File: config.mk
export PLATFORM = sky130hd
export DESIGN_NAME = uart_tx_arbiter
export DESIGN_NICKNAME = d
export VERILOG_FILES = /design/src/rtl/uart_tx_arbiter.sv
export SDC_FILE = /design/constraint.sdc
export NUM_CORES = 1
export LEC_CHECK = 0
export ABC_AREA = 1
export CAP_MARGIN = 20
export CORE_MARGIN = 3
export CORE_UTILIZATION = 49
export DETAILED_ROUTE_END_ITERATION = 7
export PLACE_DENSITY = 0.78
export SETUP_SLACK_MARGIN = 0.15
export SYNTH_ARGS = -nofsm -noshare
export SYNTH_HDL_FRONTEND = slang
export SYNTH_SLANG_ARGS = --single-unit
File: constraint.sdc
create_clock -name clk_i -period 2.13 [get_ports clk_i]
set_input_delay 0.213 -clock clk_i [delete_from_list [all_inputs] [get_ports clk_i]]
set_output_delay 0.213 -clock clk_i [all_outputs]
set_load 0.01 [all_outputs]
File: src/rtl/uart_tx_arbiter.sv
`default_nettype none
// ============================================================================
// Module   : uart_tx_arbiter
// Brief    : Round-robin, packet-locking arbiter sharing the uart_tx_top FIFO
//            write port among NUM_REQ byte-stream requesters, with idle timeout.
// Revision : 1.0 - initial release
// ============================================================================
module uart_tx_arbiter #(
  parameter int NUM_REQ = 3,
  parameter int TIMEOUT = 1024,
  parameter int TO_W    = 16
) (
  input  logic                 clk_i,
  input  logic                 rst_i,
  input  logic [NUM_REQ-1:0]   req_valid_i,
  input  logic [NUM_REQ*8-1:0] req_data_i,
  input  logic [NUM_REQ-1:0]   req_last_i,
  output logic [NUM_REQ-1:0]   req_ready_o,
  input  logic                 tx_full_i,
  output logic                 tx_wen_o,
  output logic [7:0]           tx_wdata_o,
  output logic [NUM_REQ-1:0]   grant_o,
  output logic                 busy_o,
  output logic                 timeout_o
);

  localparam int                   c_PTR_W   = (NUM_REQ > 1) ? $clog2(NUM_REQ) : 1;
  localparam logic [c_PTR_W-1:0]   c_PTR_RST = c_PTR_W'(NUM_REQ - 1);
  localparam logic [TO_W-1:0]      c_TO_LAST = (TIMEOUT == 0) ? '0 : TO_W'(TIMEOUT - 1);
  localparam logic [TO_W-1:0]      c_CNT_MAX = '1;
  localparam logic [NUM_REQ-1:0]   c_ONE     = {{(NUM_REQ-1){1'b0}}, 1'b1};

  typedef enum logic [0:0] {
    ST_IDLE   = 1'b0,
    ST_LOCKED = 1'b1
  } state_t;

  state_t             r_state;
  logic [NUM_REQ-1:0] r_grant;
  logic [c_PTR_W-1:0] r_ptr;
  logic [c_PTR_W-1:0] r_owner;
  logic [TO_W-1:0]    r_cnt;
  logic               r_timeout;

  logic               w_locked;
  logic               w_xfer;
  logic               w_found;
  logic [c_PTR_W-1:0] w_win_idx;

  // Rotating search starting just after the last-served requester.
  always_comb begin
    w_found   = 1'b0;
    w_win_idx = '0;
    for (int i = 1; i <= NUM_REQ; i++) begin
      int idx;
      idx = (int'(r_ptr) + i) % NUM_REQ;
      if (!w_found && req_valid_i[idx]) begin
        w_found   = 1'b1;
        w_win_idx = c_PTR_W'(idx);
      end
    end
  end

  // Write path is combinational; a reset cycle never issues a write.
  assign w_locked    = (r_state == ST_LOCKED);
  assign w_xfer      = w_locked & req_valid_i[r_owner] & ~tx_full_i & ~rst_i;
  assign tx_wen_o    = w_xfer;
  assign tx_wdata_o  = req_data_i[{r_owner, 3'b000} +: 8];
  assign req_ready_o = (w_locked && !tx_full_i && !rst_i) ? r_grant : '0;
  assign grant_o     = r_grant;
  assign busy_o      = w_locked;
  assign timeout_o   = r_timeout;

  always_ff @(posedge clk_i) begin
    if (rst_i) begin
      r_state   <= ST_IDLE;
      r_grant   <= '0;
      r_ptr     <= c_PTR_RST;
      r_owner   <= '0;
      r_cnt     <= '0;
      r_timeout <= 1'b0;
    end else begin
      r_timeout <= 1'b0;
      case (r_state)
        ST_IDLE: begin
          r_cnt <= '0;
          if (w_found) begin
            r_state <= ST_LOCKED;
            r_owner <= w_win_idx;
            r_grant <= c_ONE << w_win_idx;
          end
        end
        ST_LOCKED: begin
          if (w_xfer) begin
            r_cnt <= '0;
            if (req_last_i[r_owner]) begin
              r_state <= ST_IDLE;
              r_ptr   <= r_owner;
              r_grant <= '0;
            end
          end else if (!req_valid_i[r_owner]) begin
            if ((TIMEOUT != 0) && (r_cnt == c_TO_LAST)) begin
              r_state   <= ST_IDLE;
              r_ptr     <= r_owner;
              r_grant   <= '0;
              r_cnt     <= '0;
              r_timeout <= 1'b1;
            end else if (r_cnt != c_CNT_MAX) begin
              r_cnt <= r_cnt + TO_W'(1);
            end
          end
        end
        default: begin
          r_state <= ST_IDLE;
          r_grant <= '0;
        end
      endcase
    end
  end

endmodule
`default_nettype wire

==> reports/results.ini <==
[routing]
wirelength_um = 5100
vias = 2161
drt_iter0_markers = 156
drt-pass1-iter-count = 4
antenna_left = 0
remaining_drc_errors = 0
avgViaCountPerCell = 5.13
wl_per_cell_um = 12.1

[grt]
grt_max_degree = 17
antenna_found_initial = 0
globalRoute.busiestLayer = met2
met3_usage_pct = 5.75
grtUsageMet2_pct = 36.8
grt_pass1_wl_um = 8400
met1_usage_pct = 32.8
grt_use_total_pct = 23.3
grt_pass1_vias = 1890
grt-ovfl-total = 0

[critical_path]
cp-end-kind = register
crit_path_start_kind = register
worst_ep_arrival_time_ns = 1.99
worstPathRequired_ns = 2.34
crit_fanout = 5
critPathKind = register to register

[synthesis]
synth_top_area_share_pct = 26.6
yosysTopAreaCell = dfxtp_1
yosysSeqAreaShare_pct = 26.6
netlist_area_sq_um = 1880
synth.distinct_cells = 31
synth_common_cells = nand2_1, nor2_1, inv_1, nand3_1, o21ai_0
yosys_register_bits = 25
yosys_warnings = 0
synth_flop_cell = dfxtp_1
syn_nets = 354
synth_edf_count = 0
synth.area.top_cells = dfxtp_1, nand2_1, nor2_1
synth.most_common_cell = nand2_1
avgSynthCellArea_sq_um = 5.93
synth_cells = 317
synthArstFlopShare_pct = 0

[floorplanning]
core_sq_um = 3520
pin_count = 50
die_x_um = 68.0
start_util_pct = 53.4
dieArea_sq_um = 4620
die_h_um = 68.0
placementRows = 21

[pwr]
p_leak_nw = 1.17
ir_drop_mv = 0.466
p_per_area_nw_per_um2 = 413
total_power_w = 0.00107

[clocking]
path_clk_slew_ns = 0.09
cts_htree_levels = 1
tritoncts = built
cts_buffers = 3
ctsLongestPathBuffers = 2
clkLatencyLatePin_ns = 0.28
cts.sinks = 25
cts-root-buf = clkbuf_8

[timing]
fin_ws_ns = 0.349
finalSetupViolCount = 0
max_freq_mhz = 562
fin_crit_sh_pct = 83.6
worst_pin_slew_ns = 0.449
max_slew_margin_pct = 70.0
finalSetupTns_ns = 0
fin_crit_ns = 1.78
final_hold_viol_count = 0
slew_violations = 0
rsz0062_at_grt = false
fin_skew_ns = 0.00367

[hold_path]
hold_path.class = register to register

[placement]
dp.final_hpwl_um = 3960
gp_congestion = 0.954
port_buffers = 49
pre_cts_slack_ns = 0.136

[final_layout]
area_growth_pct = 37.2
final_layout_size_suffix_gt1_share_pct = 11.7
diodes = 0
final_nets = 413

[outcome]
outcome = completed

[job]
maxCapViolCount = 0

==> state kept, by name, summed over array words and instances (netlist names) <==
| name | flops |
|---|---|
| r_ptr | 2 |
| grant_o | 3 |
| r_owner | 2 |
| r_cnt | 16 |
| timeout_o | 1 |
| busy_o | 1 |
==> where the power goes <==
part / leakage, nW / switching [W] / total (W) / internal, W
clock network: 0.0261 / 0.000169 / 0.000306 / 0.000137
logic: 0.936 / 0.000134 / 0.000269 / 0.000135
registers: 0.204 / 0.0000127 / 0.000490 / 0.000478
total: 1.17 / 0.000316 / 0.00107 / 0.000750
==> cells in the final DEF (no fill, tap or decap), types with 3 or more instances in the layout <==
| master | n |
|---|---|
| nand4_1 | 6 |
| nor2_2 | 3 |
| nor2_1 | 46 |
| nor3_1 | 5 |
| nand2_2 | 5 |
| nand3_1 | 28 |
| clkbuf_8 | 3 |
| buf_4 | 8 |
| dlymetal6s2s_1 | 10 |
| dlygate4sd2_1 | 3 |
| nand2_1 | 86 |
| a21oi_1 | 15 |
| inv_1 | 35 |
| o21ai_1 | 5 |
| inv_2 | 6 |
| dfxtp_1 | 22 |
| o21ai_0 | 25 |
| ha_1 | 3 |
| clkdlybuf4s50_1 | 36 |
==> worst max-delay path, stage by stage (launching register included) <==
cell     delay, ns
dfxtp_1       0.37
inv_1         0.09
ha_1          0.27
o21ai_0       0.24
nand2_1       0.11
nand3_1       0.13
nand2_1       0.10
inv_1         0.09
o21ai_0       0.13
a21oi_1       0.18
==> cells by family (layout without fill, tap and decap cells) <==
logic type      Yosys count  count (layout)  share of synthesized area, %
simple gates            191             191                          45.3
compound gates           51              51                          15.5
buf+inv                  45             103                          9.45
flops                    25              25                          26.6
fa+ha+maj                 4               4                          2.66
xor+xnor                  1               1                         0.466
==> per-layer routing <==
layer | up-vias | share of wire (%)
li1 | 1138 | -
met1 | 944 | 47
met2 | 75 | 42
met3 | 4 | 11
met4 | 0 | 0.55
met5 | - | 0
==> path summary, 6_finish.rpt <==
path,from,to,slack [ns],cells after the start
max reg2reg,r_ptr[0],grant_o[2],0.35,9
min,grant_o[1],grant_o[1],0.49,2
max,r_ptr[0],grant_o[2],0.35,9
min reg2reg,grant_o[1],grant_o[1],0.49,2
==> stage by stage <==
step / cells / utilization, % / instance area (sq um) / hold WS (ns)
2_1_floorplan: 317 / - / 1880 / 0.290
3_3_place_gp: 416 / 69.9 / 2460 / 0.470
3_5_place_dp: 416 / 69.9 / 2460 / 0.475
4_1_cts: 421 / 71.5 / 2520 / 0.496
5_1_grt: 421 / 73.3 / 2580 / 0.519
6_report: 421 / 73.3 / 2580 / 0.495
==> timing repair <==
item | 4_1_cts | 5_1_grt
setup endpoints to repair | 12 | 19
buffers inserted | 1 | 0
gates resized for setup | 5 | 22
hold buffers | 0 | 0
pin swaps | 1 | 2
==> layout make-up <==
cell class | count | area, sq um
clock inverters | 1 | 8.76
multi-input cells | 247 | 1230
flip-flops and latches | 25 | 507
repair buffers | 57 | 572
clock buffers | 3 | 41.3
inverters | 42 | 159
fillers | 312 | 941
well taps | 46 | 57.6
Power figures use the tool's default switching activity.
